## config.mk

```make
export PLATFORM = sky130hd
export DESIGN_NAME = cdb_writeback
export DESIGN_NICKNAME = d
export VERILOG_FILES = /design/src/rtl/cdb_writeback.sv
export SDC_FILE = /design/constraint.sdc
export NUM_CORES = 1
export LEC_CHECK = 0
export CAP_MARGIN = 40
export CORE_ASPECT_RATIO = 1.75
export CORE_MARGIN = 3
export CORE_UTILIZATION = 50
export DETAILED_ROUTE_END_ITERATION = 10
export GPL_ROUTABILITY_DRIVEN = 0
export GPL_TIMING_DRIVEN = 0
export PLACE_DENSITY_LB_ADDON = 0.05
export SYNTH_ARGS = -nofsm -noshare
export SYNTH_HDL_FRONTEND = slang
export SYNTH_SLANG_ARGS = --single-unit
```

## constraint.sdc

```tcl
create_clock -name clock -period 3.12 [get_ports clock]
set_input_delay 0.468 -clock clock [delete_from_list [all_inputs] [get_ports clock]]
set_output_delay 0.468 -clock clock [all_outputs]
set_load 0.03 [all_outputs]
```

## src/rtl/cdb_writeback.sv

```systemverilog
// Common Data Bus writeback: per-source hold registers, one-grant-per-cycle arbiter,
// register status (Qi) table and register file write port. CDB_ROUND_ROBIN_EN selects rotating priority.
module cdb_writeback #(
  parameter int DATA_W = 16,
  parameter int TAG_W  = 3
) (
  input  logic              clock,
  input  logic              resetN,
  input  logic              issueValid,
  input  logic [2:0]        issueDest,
  input  logic [TAG_W-1:0]  issueTag,
  input  logic              addValid,
  output logic              addReady,
  input  logic [TAG_W-1:0]  addTag,
  input  logic [DATA_W-1:0] addResult,
  input  logic              mulValid,
  output logic              mulReady,
  input  logic [TAG_W-1:0]  mulTag,
  input  logic [DATA_W-1:0] mulResult,
  input  logic              ldValid,
  output logic              ldReady,
  input  logic [TAG_W-1:0]  ldTag,
  input  logic [DATA_W-1:0] ldResult,
  output logic              cdbValid,
  output logic [TAG_W-1:0]  cdbTag,
  output logic [DATA_W-1:0] cdbData,
  output logic [DATA_W-1:0] dataIn,
  output logic [2:0]        dataAddress,
  output logic              writeEnable,
  output logic [6:0]        regBusy
);

  localparam int NSRC = 3;

  // Handshake: a source result transfers on the rising edge where valid & ready are both high;
  // the source must hold valid and payload stable until then. Ready is high when the
  // hold register is empty or is being granted onto the CDB in the same cycle.
  logic [NSRC-1:0]              src_valid;
  logic [NSRC-1:0][TAG_W-1:0]   src_tag;
  logic [NSRC-1:0][DATA_W-1:0]  src_data;
  logic [NSRC-1:0]              ready;
  logic [NSRC-1:0]              hold_valid;
  logic [NSRC-1:0][TAG_W-1:0]   hold_tag;
  logic [NSRC-1:0][DATA_W-1:0]  hold_data;
  logic [NSRC-1:0]              grant;
  logic [1:0]                   grant_idx;
  logic                         any_grant;
  logic [TAG_W-1:0]             sel_tag;
  logic [DATA_W-1:0]            sel_data;
  logic [7:1][TAG_W-1:0]        qi;
  logic [7:1][TAG_W-1:0]        qi_next;
  logic [6:0]                   busy_next;
  logic                         match_found;
  logic [2:0]                   match_idx;

  assign src_valid = {ldValid, mulValid, addValid};
  assign src_tag   = {ldTag, mulTag, addTag};
  assign src_data  = {ldResult, mulResult, addResult};

  assign ready    = {NSRC{resetN}} & (~hold_valid | grant);
  assign addReady = ready[0];
  assign mulReady = ready[1];
  assign ldReady  = ready[2];

`ifdef CDB_ROUND_ROBIN_EN
  logic [1:0] rr_ptr;
  logic [1:0] rr_ptr_next;
  logic [1:0] cand;

  function automatic logic [1:0] rr_wrap(input logic [1:0] a, input logic [1:0] b);
    logic [2:0] sum;
    sum = {1'b0, a} + {1'b0, b};
    return (sum >= 3'd3) ? 2'(sum - 3'd3) : sum[1:0];
  endfunction

  // Search starts at the pointer; after a grant the pointer moves just past the winner.
  always_comb begin
    grant       = '0;
    grant_idx   = '0;
    rr_ptr_next = rr_ptr;
    cand        = '0;
    for (int off = 0; off < NSRC; off++) begin
      cand = rr_wrap(rr_ptr, 2'(off));
      if (grant == '0 && hold_valid[cand]) begin
        grant[cand] = 1'b1;
        grant_idx   = cand;
        rr_ptr_next = rr_wrap(cand, 2'd1);
      end
    end
  end

  always_ff @(posedge clock or negedge resetN) begin
    if (!resetN) rr_ptr <= '0;
    else         rr_ptr <= rr_ptr_next;
  end
`else
  always_comb begin
    grant     = '0;
    grant_idx = '0;
    if (hold_valid[2]) begin
      grant[2]  = 1'b1;
      grant_idx = 2'd2;
    end else if (hold_valid[1]) begin
      grant[1]  = 1'b1;
      grant_idx = 2'd1;
    end else if (hold_valid[0]) begin
      grant[0]  = 1'b1;
      grant_idx = 2'd0;
    end
  end
`endif

  assign any_grant = |grant;
  assign sel_tag   = hold_tag[grant_idx];
  assign sel_data  = hold_data[grant_idx];

  // Match against pre-edge Qi; an issue to the same register overrides the clear.
  always_comb begin
    match_found = 1'b0;
    match_idx   = '0;
    for (int k = 1; k <= 7; k++) begin
      if (!match_found && any_grant && qi[k] == sel_tag) begin
        match_found = 1'b1;
        match_idx   = 3'(k);
      end
    end
    qi_next = qi;
    if (match_found) qi_next[match_idx] = '0;
    if (issueValid && issueDest != 3'd0) qi_next[issueDest] = issueTag;
    busy_next = '0;
    for (int k = 1; k <= 7; k++) busy_next[k-1] = |qi_next[k];
  end

  // Tag-0 results complete the handshake but never occupy the hold register.
  always_ff @(posedge clock or negedge resetN) begin
    if (!resetN) begin
      hold_valid <= '0;
      hold_tag   <= '0;
      hold_data  <= '0;
    end else begin
      for (int s = 0; s < NSRC; s++) begin
        if (src_valid[s] && ready[s]) begin
          hold_valid[s] <= |src_tag[s];
          hold_tag[s]   <= src_tag[s];
          hold_data[s]  <= src_data[s];
        end else if (grant[s]) begin
          hold_valid[s] <= 1'b0;
        end
      end
    end
  end

  always_ff @(posedge clock or negedge resetN) begin
    if (!resetN) begin
      qi          <= '0;
      regBusy     <= '0;
      cdbValid    <= 1'b0;
      cdbTag      <= '0;
      cdbData     <= '0;
      writeEnable <= 1'b0;
      dataAddress <= '0;
      dataIn      <= '0;
    end else begin
      qi      <= qi_next;
      regBusy <= busy_next;
      if (any_grant) begin
        cdbValid    <= 1'b1;
        cdbTag      <= sel_tag;
        cdbData     <= sel_data;
        writeEnable <= match_found;
        dataAddress <= match_found ? match_idx : 3'd0;
        if (match_found) dataIn <= sel_data;
      end else begin
        cdbValid    <= 1'b0;
        writeEnable <= 1'b0;
        dataAddress <= '0;
      end
    end
  end

endmodule

```

After elaboration in Yosys (flattened, before gate mapping)
Cells that the tools add are included.
{"block": "totals", "reg_bits": 128, "input_bits": 69, "out_inout_bits": 50}
{"block": "op_classes", "magnitude_cmp": 5, "eq_ne": 7, "mux": 42, "bitwise": 5, "reduce_logical": 41}
{"op": "$mux W21", "count": 2}
{"op": "$mux W3", "count": 11}
{"op": "$reduce_or A3 Y1", "count": 11}
{"op": "$bmux W16 S2", "count": 1}
{"op": "$and A21 B21 Y21", "count": 1}
{"op": "$bwmux W21", "count": 1}
{"op": "$eq A3 B3 Y1", "count": 7}
{"op": "$mux W1", "count": 21}
{"op": "$not A21 Y21", "count": 1}
{"op": "$logic_and A1 B1 Y1", "count": 19}
{"op": "$demux W3 S3", "count": 2}
{"op": "$mux W16", "count": 1}
{"op": "$lt A3 B4 Y1 const B", "count": 2}
{"op": "$bmux W3 S2", "count": 1}
{"op": "$ge A3 B1 Y1 const B", "count": 2}
{"op": "$logic_not A1 Y1", "count": 6}
{"op": "$reduce_bool A2 Y1", "count": 3}
{"op": "$mux W2", "count": 2}
{"op": "$and A3 B3 Y3", "count": 1}
{"op": "$lt A2 B3 Y1 const B", "count": 1}
{"op": "$not A3 Y3", "count": 1}
{"op": "$or A3 B3 Y3", "count": 1}
{"op": "$reduce_bool A3 Y1", "count": 1}
{"op": "$reduce_and A2 Y1", "count": 1}

Longest topological paths before layout
Gate-level depths: netlist of the first run.
{"block": "logic_depth", "ltp_word": 41, "ltp_mapped": 9}

Worst setup path before layout of the first run
OpenSTA, ideal clock, no wires.
{"block": "synth_timing", "path_type": "register to register", "startpoint": "register hold_valid[1]", "endpoint": "register dataIn[10]", "setup_ps": 127, "t_arrival_ps": 2422, "slack_ps": 571, "stages_incl_launch_ff": 9, "n_path_buf": 1, "synth_period_minus_slack_ps": 2549, "cell_sequence": "dfrtp_1 > mux2_2 > mux2i_4 > xnor2_1 > or4_1 > and2_4 > nand3_4 > buf_6 > mux2_1"}
{"block": "synth_between", "elab_chain_cells": 32}
{"element": "start: declaration", "line_no": "42", "source": "logic [NSRC-1:0] hold_valid;"}
{"element": "start signal: indexed assignment", "line_no": "143", "source": "hold_valid[s] <= |src_tag[s];"}
{"element": "$mux W1", "line_no": "103", "source": "end else if (hold_valid[1]) begin"}
{"element": "$mux W2", "line_no": "100", "source": "if (hold_valid[2]) begin"}
{"element": "$bmux W3 S2", "line_no": "114", "source": "assign sel_tag = hold_tag[grant_idx];"}
{"element": "$mux W3 (not written as such)", "line_no": "114"}
{"element": "$eq A3 B3 Y1", "line_no": "122", "source": "if (!match_found && any_grant && qi[k] == sel_tag) begin"}
{"element": "$logic_and A1 B1 Y1", "line_no": "122"}
{"element": "$mux W1", "line_no": "122"}
{"element": "$logic_not A1 Y1", "line_no": "122"}
{"element": "(+14 left out)"}
{"element": "$mux W1", "line_no": "122"}
{"element": "$logic_not A1 Y1", "line_no": "122"}
{"element": "$logic_and A1 B1 Y1 (2 in series)", "line_no": "122"}
{"element": "$mux W1", "line_no": "122"}
{"element": "$logic_not A1 Y1", "line_no": "122"}
{"element": "$logic_and A1 B1 Y1 (2 in series)", "line_no": "122"}
{"element": "$mux W1", "line_no": "122"}
{"element": "$reduce_and A2 Y1 (no line)"}
{"element": "end signal: assignment", "line_no": "172", "source": "if (match_found) dataIn <= sel_data;"}
{"element": "end: declaration", "line_no": "27", "source": "output logic [DATA_W-1:0] dataIn,"}
Parallel ways exist; a longest one is shown, timed or not. The select of a mux whose other input is x is not followed.
A chain may end at the register's enable or synchronous reset.

Worst setup path after layout of the first run
{"block": "layout_timing", "startpoint": "register hold_valid[2]", "endpoint": "register dataIn[10]"}
{"block": "layout_between", "elab_chain_cells": 31}
{"element": "$mux W2", "line_no": "100"}
{"element": "$bmux W3 S2", "line_no": "114"}
{"element": "$mux W3 (not written as such)", "line_no": "114"}
{"element": "$eq A3 B3 Y1", "line_no": "122"}
{"element": "$logic_and A1 B1 Y1", "line_no": "122"}
{"element": "$mux W1", "line_no": "122"}
{"element": "$logic_not A1 Y1", "line_no": "122"}
{"element": "$logic_and A1 B1 Y1 (2 in series)", "line_no": "122"}
{"element": "(+12 left out)"}
{"element": "$mux W1", "line_no": "122"}
{"element": "$logic_not A1 Y1", "line_no": "122"}
{"element": "$logic_and A1 B1 Y1 (2 in series)", "line_no": "122"}
{"element": "$mux W1", "line_no": "122"}
{"element": "$logic_not A1 Y1", "line_no": "122"}
{"element": "$logic_and A1 B1 Y1 (2 in series)", "line_no": "122"}
{"element": "$mux W1", "line_no": "122"}
{"element": "$reduce_and A2 Y1 (no line)"}
Parallel ways exist; a longest one is shown, timed or not. The select of a mux whose other input is x is not followed.

==> impl_metrics.json, run 1 <==
{
  "cts_root_buf": "clkbuf_16",
  "fin_nets": 635,
  "drc": 0,
  "cp.arrival_ps": 3250,
  "first_pass_iters": 4,
  "vdd_drop_max_mv": 0.839,
  "p_leak_nw": 3.15,
  "period_share_pct": 94.9,
  "clkTransAtPathRegs_ps": 60,
  "cpPeakStageDelay_ps": 560,
  "ant_nets": 0,
  "grt_pass1_wl_um": 21700,
  "post-dp-hpwl_um": 9930,
  "core-area_mm2": 0.0108,
  "synth_nets": 499,
  "grt_max_degree": 100,
  "clock-sinks": 128,
  "avgSynthCellArea_um2": 13.0,
  "setup_viol": 0,
  "cts_tree": "yes",
  "drt-wirelength-per-cell_um": 18.9,
  "status": "finished, final reports clean",
  "synth_warnings": 0,
  "antenna_found_initial": 0,
  "drive_above_1_share_pct": 24.4,
  "drtIter0Drc": 172,
  "fillers": 833,
  "die_w_um": 85.9,
  "yosys.cell_types.count": 39,
  "ys_ff_latch": 128,
  "critPathLaunchType": "flop",
  "initial_core_util_pct": 51.6,
  "synth.yosys.seq_area_share_pct": 57.4,
  "worstPathRequired_ps": 3410,
  "crit_fanout": 10,
  "grt_use_total_pct": 22.8,
  "cts_buffers": 17,
  "area_growth_pct": 34.7,
  "hold_violations": 0,
  "p_per_area_mw_per_mm2": 949,
  "gr-total-overflow": 0,
  "vias_per_cell": 5.52,
  "diodes": 0,
  "path_cells": "buf_2 > mux2i_4 > xnor2_1 > nor4_2 > nor3_2 > nand3_4 > buf_6 > mux2_1",
  "fmaxAchievable_mhz": 338,
  "tns_ps": 0,
  "cts_buffer_depth": 2,
  "die_area_mm2": 0.0125,
  "io_buffers": 115,
  "vias": 3917,
  "holdWs_ps": 23.0,
  "reg2regPathDepth": 8,
  "max-cap-violations": 0,
  "num_rows": 50,
  "min_period_ps": 2960,
  "clock_latency_ps": 410,
  "io_pins": 119,
  "report.power.total_w": 0.00714,
  "die_y_um": 146,
  "tightestPinTransition_ps": 733,
  "syn_area_mm2": 0.00558,
  "slew_headroom_pct": 51.1,
  "netlist_instances": 430,
  "first_global_vias": 4321,
  "finalWirelength_um": 13400,
  "min_path_type": "input port to asynchronous set/reset pin",
  "cp_slowest_cell": "nor4_2",
  "slew_viol_final": 0,
  "skew_ps": 7.68,
  "htreeDepth": 4,
  "endpoint_kind": "flop",
  "grt_setup_unrepaired": "false",
  "critPathKind": "flop to flop"
}
[flip-flops by register name, summed over array words and instances (netlist names)]
register / cells
hold_valid: 3
cdbValid: 1
cdbData: 16
hold_data: 48
writeEnable: 1
regBusy: 7
qi: 21
cdbTag: 3
dataAddress: 3
hold_tag: 9
dataIn: 16
[report_power, final]
part / leakage (nW) / internal [W] / total [W] / switching (W)
logic: 1.34 / 0.00133 / 0.00278 / 0.00145
registers: 1.55 / 0.00219 / 0.00249 / 0.000300
clock network: 0.266 / 0.00110 / 0.00186 / 0.000763
total: 3.15 / 0.00462 / 0.00714 / 0.00251
[logic make-up (layout without fill, tap and decap cells)]
kind of cell           after synthesis  in the layout  share of synthesized area (%)
AO/OA/AOI/OAI                       61             61                           6.77
AND/OR/NAND/NOR                     88             88                           8.16
multiplexers                       111            111                           22.6
flip-flops                         128            128                           57.4
buffers and inverters               21            170                           1.79
XOR/XNOR                            21             21                           3.29
[placed cells by master, fill, tap and decap left out, types with 2 or more instances in the layout]
cell,instances
buf_1,2
nor3_1,5
mux2_1,9
xnor2_1,15
buf_6,2
dfrtp_1,128
buf_2,5
mux2i_4,3
clkdlybuf4s50_1,114
nor3_2,2
o31ai_1,2
inv_6,4
o22ai_1,3
or2_2,2
and2_1,2
mux2i_1,16
nand2_1,44
o21ai_0,30
mux2_2,83
clkinv_2,3
nor4_2,4
a21oi_1,5
clkbuf_1,9
xor2_1,6
o21ai_1,3
or3_1,7
clkinv_4,3
nand2b_1,3
nand4_1,3
clkinvlp_4,4
a22o_1,16
nor2_1,9
clkbuf_16,17
buf_4,2
[cell type report]
cell class              count  area, um^2  area share [%]
repair buffers            117        1200            16.0
clock buffers              17         425            5.66
clock inverters            15         136            1.81
well taps                 130         163            2.16
plain buffers              19        92.6            1.23
inverters                   2        7.51          0.0998
multi-input cells         281        2290            30.5
flip-flops and latches    128        3200            42.6
[final timing paths]
check                               from          end  slack (ps)
hold reg to reg                cdbTag[0]    cdbTag[0]         480
min in group clock           issueTag[2]       qi[17]         380
hold / removal                    resetN  hold_tag[8]          20
setup reg to reg           hold_valid[2]   dataIn[10]         160
setup / recovery           hold_valid[2]   dataIn[10]         160
max in group asynchronous         resetN       qi[11]        2610
[per-layer routing]
layer / vias up / track usage [%] / share of wire, %
li1: 1813 / - / -
met1: 1923 / 22.8 / 34
met2: 148 / 43.0 / 57
met3: 33 / 5.50 / 5.7
met4: 0 / 10.1 / 2.8
met5: - / 0 / 0
[cell usage after synthesis, drive strengths merged]
cell	instances	area share [%]
nand3	1	0.31
o21ai	33	3.0
mux2	92	19
xnor2	15	2.4
or3	7	0.78
nor2b	1	0.11
or2	2	0.22
a22o	16	2.5
xor2	6	0.94
nor3	7	0.81
inv	2	0.13
nand4	3	0.34
and3	1	0.11
nor4b	1	0.16
dfrtp	128	57
nand2	44	3.0
or4	1	0.13
a31oi	1	0.11
a22oi	1	0.13
buf	10	1.1
clkbuf	9	0.60
a21oi	5	0.45
nor4	5	0.90
o31ai	2	0.27
nor2	9	0.60
nand2b	3	0.34
o22ai	3	0.34
and2	3	0.38
mux2i	19	4.1
[metrics by stage]
step / area (um^2) / setup WS, ps / util (%) / cells
after floorplan: 5580 / 571 / - / 430
after global placement: 6900 / -3660 / 63.7 / 675
after detailed placement: 6930 / 143 / 64.0 / 676
after CTS: 7510 / 114 / 69.4 / 709
after global routing: 7520 / 16.1 / 69.5 / 709
final: 7520 / 160 / 69.5 / 709
[critical path: cells and delay by family, from the launching register on]
kind	cells	cell delay, ps
XOR/XNOR	1	170
buffers and inverters	2	490
flip-flops	1	400
multiplexers	2	840
AND/OR/NAND/NOR	3	920
[what timing repair did]
action,in CTS,in global routing
hold buffers,1,0
endpoints found under the hold margin,32,0
resized for setup,0,2
buffers inserted,0,0
setup endpoints to repair,0,4
Note: power is estimated with default switching activity, not from simulation.
==> inputs of run 2 (changes only) <==
--- a/config.mk
+++ b/config.mk
@@ -6,13 +6,16 @@
 export NUM_CORES = 1
 export LEC_CHECK = 0
 export CAP_MARGIN = 40
+export CELL_PAD_IN_SITES_DETAIL_PLACEMENT = 1
+export CELL_PAD_IN_SITES_GLOBAL_PLACEMENT = 1
 export CORE_ASPECT_RATIO = 1.75
 export CORE_MARGIN = 3
-export CORE_UTILIZATION = 50
+export CORE_UTILIZATION = 41
 export DETAILED_ROUTE_END_ITERATION = 10
 export GPL_ROUTABILITY_DRIVEN = 0
 export GPL_TIMING_DRIVEN = 0
-export PLACE_DENSITY_LB_ADDON = 0.05
+export PLACE_DENSITY_LB_ADDON = 0.1
+export SLEW_MARGIN = 20
 export SYNTH_ARGS = -nofsm -noshare
 export SYNTH_HDL_FRONTEND = slang
 export SYNTH_SLANG_ARGS = --single-unit
==> impl_metrics.json, run 2 (synthesized netlist as in run 1, its figures left out) <==
{
  "status": "finished, final reports clean",
  "cp.arrival_ps": 3160,
  "clock-sinks": 128,
  "largest_reg_flops": 48,
  "p_sw_w": 0.00264,
  "io_pins": 119,
  "vias_per_cell": 5.35,
  "clkTransAtPathRegs_ps": 60,
  "final_common_cell": "dfrtp_1",
  "internal-power_w": 0.00510,
  "reg2regPathDepth": 9,
  "skew_ps": 11.2,
  "finalWirelength_um": 16000,
  "min_path_type": "input port to asynchronous set/reset pin",
  "drive_above_1_share_pct": 25.9,
  "initial_core_util_pct": 42.5,
  "critPathLaunchType": "flop",
  "p_clk_share_pct": 29.2,
  "reg_top3": "hold_data (48), qi (21)",
  "cts_tree": "yes",
  "antenna_found_initial": 0,
  "fmaxAchievable_mhz": 349,
  "grt_max_degree": 96,
  "drtIter0Drc": 147,
  "htreeDepth": 4,
  "gr-total-overflow": 0,
  "regMostFlops": "hold_data",
  "num_rows": 55,
  "post-dp-hpwl_um": 11200,
  "core-area_mm2": 0.0131,
  "final_util_pct": 59.7,
  "grt_use_total_pct": 21.7,
  "crit_fanout": 10,
  "period_share_pct": 91.9,
  "drt-wirelength-per-cell_um": 21.0,
  "critPathKind": "flop to flop",
  "sequentialPowerShare_pct": 32.6,
  "grt_pass1_wl_um": 24600,
  "setup_viol": 0,
  "pre_cts_ws_ps": -73.2,
  "r2r_start": "hold_valid[2]",
  "p_leak_nw": 3.29,
  "ant_nets": 0,
  "die_y_um": 160,
  "cts_root_buf": "clkbuf_16",
  "first_pass_iters": 4,
  "tightestPinTransition_ps": 885,
  "crit_start": "hold_valid[2]",
  "endpoint_kind": "flop",
  "vdd_drop_max_mv": 0.548,
  "r2r_end": "dataIn[10]",
  "setup_ws_ps": 253,
  "vias": 4073,
  "slew_viol_final": 0,
  "p_per_area_mw_per_mm2": 987,
  "min_period_ps": 2870,
  "diodes": 0,
  "cts_buffers": 17,
  "worstPathRequired_ps": 3410,
  "die_area_mm2": 0.0151,
  "cts_buffer_depth": 2,
  "io_buffers": 115,
  "grt_setup_unrepaired": "false",
  "max-cap-violations": 0,
  "sw_frac_of_total_pct": 34.1,
  "r2r_slack_ps": 250,
  "die_w_um": 94.2,
  "hold_violations": 0,
  "power_frac_comb_pct": 38.3,
  "drc": 0,
  "slew_headroom_pct": 40.6,
  "first_global_vias": 4628,
  "layout_common_cells": "128 x dfrtp_1, 114 x clkdlybuf4s50_1, 83 x mux2_2, 44 x nand2_1, 30 x o21ai_0",
  "fin_nets": 647,
  "clock_latency_ps": 410,
  "area_growth_pct": 40.5
}
run 2: cell types whose count changed in the layout (fill, tap and decap cells not counted), sizes merged:
cell	delta
bufinv	+4
inv	-2
clkinv	-4
clkbuf	+4
buf	+12
clkinvlp	-2
run 2: how the worst max path moves through the flow:
stage | depth (start not counted) | slack (ps) | to
2_1_floorplan | 8 | 570 | dataIn[10]
3_3_place_gp | 3 | -3790 | mulReady
3_5_place_dp | 8 | -70 | qi[19]
4_1_cts | 8 | 20 | dataIn[10]
5_1_grt | 9 | 70 | dataIn[10]
6_report | 9 | 250 | dataIn[10]
run 2: area by class of cell:
type	count	area, um^2
Timing Repair Buffer	129	1320
Clock inverter	11	200
Fill cell	1336	5300
Clock buffer	21	480
Inverter	2	7.51
Tap cell	171	214
Multi-Input combinational cell	281	2330
Buffer	19	92.6
Sequential cell	128	3200
run 2: critical path, cell delays in order, from the launching register on:
cell,delay (ps)
dfrtp_1,400
buf_2,320
mux2i_4,300
buf_12,160
xnor2_1,220
nor4_4,130
nor3_2,400
nand3_4,240
buf_6,230
mux2_1,320
run 2: power groups by stage:
stage / Sequential (W) / Combinational [W] / Clock (W)
floorplan: 0.00298 / 0.00130 / 0
CTS: 0.00252 / 0.00288 / 0.00229
global route: 0.00258 / 0.00318 / 0.00237
global placement: 0.00250 / 0.00276 / 0
finish: 0.00252 / 0.00296 / 0.00226
detailed placement: 0.00253 / 0.00283 / 0
run 2: routing by layer:
| metal | track usage (%) | vias to the layer above | part of all wire, % |
|---|---|---|---|
| met2 | 39.8 | 134 | 58 |
| li1 | - | 1818 | - |
| met4 | 11.6 | 0 | 3.7 |
| met3 | 5.72 | 39 | 4.7 |
| met5 | 0 | - | 0 |
| met1 | 21.6 | 2082 | 34 |
run 2: what timing repair did:
item | CTS | global route
resized for setup | 3 | 3
setup endpoints to repair | 13 | 16
hold endpoints to repair | 36 | 0
buffers inserted | 0 | 11
pin swaps | 0 | 2
hold buffers | 1 | 0
run 2: stage by stage:
step	std cells	area, um^2	power [W]	TNS [ps]	hold slack (ps)
floorplan	430	5580	0.00428	0	172
global placement	716	6950	0.00527	-673960	463
detailed placement	717	6980	0.00536	-326	359
CTS	750	7700	0.00769	0	26.3
global route	762	7850	0.00812	0	33.1
finish	762	7850	0.00774	0	26.9
==> inputs of run 3 (changes only) <==
--- a/config.mk
+++ b/config.mk
@@ -8,13 +8,15 @@
 export CAP_MARGIN = 40
 export CELL_PAD_IN_SITES_DETAIL_PLACEMENT = 1
 export CELL_PAD_IN_SITES_GLOBAL_PLACEMENT = 1
-export CORE_ASPECT_RATIO = 1.75
+export CORE_ASPECT_RATIO = 1.1
 export CORE_MARGIN = 3
 export CORE_UTILIZATION = 41
+export CTS_CLUSTER_SIZE = 8
 export DETAILED_ROUTE_END_ITERATION = 10
 export GPL_ROUTABILITY_DRIVEN = 0
 export GPL_TIMING_DRIVEN = 0
 export PLACE_DENSITY_LB_ADDON = 0.1
+export REMOVE_ABC_BUFFERS = 1
 export SLEW_MARGIN = 20
 export SYNTH_ARGS = -nofsm -noshare
 export SYNTH_HDL_FRONTEND = slang
==> impl_metrics.json, run 3 (synthesized netlist as in run 1, its figures left out) <==
{
  "final_common_cell": "dfrtp_1",
  "cp_common_cell": "mux2_2",
  "grt_use_total_pct": 20.6,
  "grt_setup_unrepaired": "false",
  "reg_top3": "hold_data (48), qi (21)",
  "drive_above_1_share_pct": 24.7,
  "drc": 0,
  "design_area_mm2": 0.00779,
  "io_buffers": 118,
  "worstPathRequired_ps": 3420,
  "clkTransAtPathRegs_ps": 50,
  "initial_core_util_pct": 42.1,
  "drt-wirelength-per-cell_um": 19.8,
  "cpPeakStageDelay_ps": 570,
  "regMostFlops": "hold_data",
  "vias": 3858,
  "crit_start": "hold_valid[1]",
  "cp_slowest_cell": "dfrtp_4",
  "first_pass_iters": 4,
  "diodes": 0,
  "die_area_mm2": 0.0151,
  "post-dp-hpwl_um": 10200,
  "fin_nets": 629,
  "critPathKind": "flop to flop",
  "min_period_ps": 2980,
  "grt_pass1_wl_um": 23100,
  "antenna_found_initial": 0,
  "finalWirelength_um": 14900,
  "htreeDepth": 4,
  "max-cap-violations": 0,
  "setup_viol": 0,
  "clock-sinks": 128,
  "cts_buffers": 17,
  "grt_max_degree": 75,
  "skew_ps": 8.92,
  "slew_viol_final": 0,
  "slew_headroom_pct": 61.3,
  "die_y_um": 128,
  "endpoint_kind": "flop",
  "cts_tree": "yes",
  "placed_area_mm2": 0.00702,
  "cts_buffer_depth": 2,
  "clock_latency_ps": 420,
  "min_path_type": "input port to asynchronous set/reset pin",
  "p_per_area_mw_per_mm2": 972,
  "critPathLaunchType": "flop",
  "cts_root_buf": "clkbuf_16",
  "crit_fanout": 12,
  "first_global_vias": 4327,
  "vdd_drop_max_mv": 0.536,
  "area_growth_pct": 39.4,
  "status": "finished, final reports clean",
  "report.power.total_w": 0.00757,
  "tns_ps": 0,
  "gr-total-overflow": 0,
  "p_leak_nw": 3.24,
  "ant_nets": 0,
  "tightestPinTransition_ps": 576,
  "hold_violations": 0,
  "vias_per_cell": 5.12,
  "largest_reg_flops": 48,
  "period_share_pct": 95.5,
  "num_rows": 44,
  "layout_common_cells": "126 x dfrtp_1, 117 x clkdlybuf4s50_1, 83 x mux2_2, 44 x nand2_1, 30 x o21ai_0",
  "holdWs_ps": 47.7,
  "die_w_um": 117,
  "core-area_mm2": 0.0133,
  "path_cells": "mux2_2 > mux2i_4 > xnor2_1 > nor4_2 > nor3_2 > nand3_4 > buf_12 > mux2_2",
  "io_pins": 119,
  "r2r_start": "hold_valid[1]",
  "cp.arrival_ps": 3280,
  "fmaxAchievable_mhz": 336,
  "drtIter0Drc": 140
}
run 3: what timing repair did:
action                                  CTS  global route
setup buffers                             3             2
endpoints found under the setup margin   33            16
hold endpoints to repair                 56             0
pin swaps                                 0             1
hold buffers                              1             0
gates resized for setup                   3             5
run 3: path summary, 6_finish.rpt:
| path | end | slack (ps) | cells after the start |
|---|---|---|---|
| worst max-delay path | dataIn[14] | 140 | 8 |
| worst min-delay path | dataIn[7] | 50 | 2 |
| worst max register to register | dataIn[14] | 140 | 8 |
| worst min register to register | cdbTag[2] | 480 | 2 |
| max in group asynchronous | hold_data[14] | 2740 | 2 |
| min in group clock | cdbTag[2] | 480 | 2 |
run 3: final cells by class:
cell class / instances / area [um^2]
multi-input cells: 281 / 2330
clock inverters: 6 / 105
clock buffers: 23 / 498
well taps: 184 / 230
repair buffers: 130 / 1410
fillers: 1329 / 5480
flip-flops and latches: 128 / 3210
inverters: 2 / 10.0
run 3: power breakdown:
part	total (W)	switching (W)	internal (W)
clock network	0.00202	0.000674	0.00134
registers	0.00251	0.000320	0.00219
logic	0.00304	0.00156	0.00148
total	0.00757	0.00255	0.00502
run 3: metal layers:
metal / vias to the layer above / GRT usage (%) / part of all wire, %
met4: 0 / 6.61 / 1.2
met5: - / 0 / 0
met1: 1950 / 24.3 / 42
met2: 86 / 36.6 / 52
li1: 1803 / - / -
met3: 19 / 5.13 / 4.4
run 3: metrics by stage:
step                      utilization [%]  setup WS (ps)  instances
final                                58.7            141        754
after global routing                 58.7           29.7        754
after floorplan                         -           53.0        411
after global placement               52.0          -5600        713
after CTS                            58.1           4.11        752
after detailed placement             52.9           -312        719
run 3: worst max-delay path: cells and delay by family, from the launching register on:
family,cells,cell delay [ps]
xor gates and xnor gates,1,150
and+or+nand+nor,3,840
DFF,1,570
buffers and inverters,1,150
muxes,3,1130
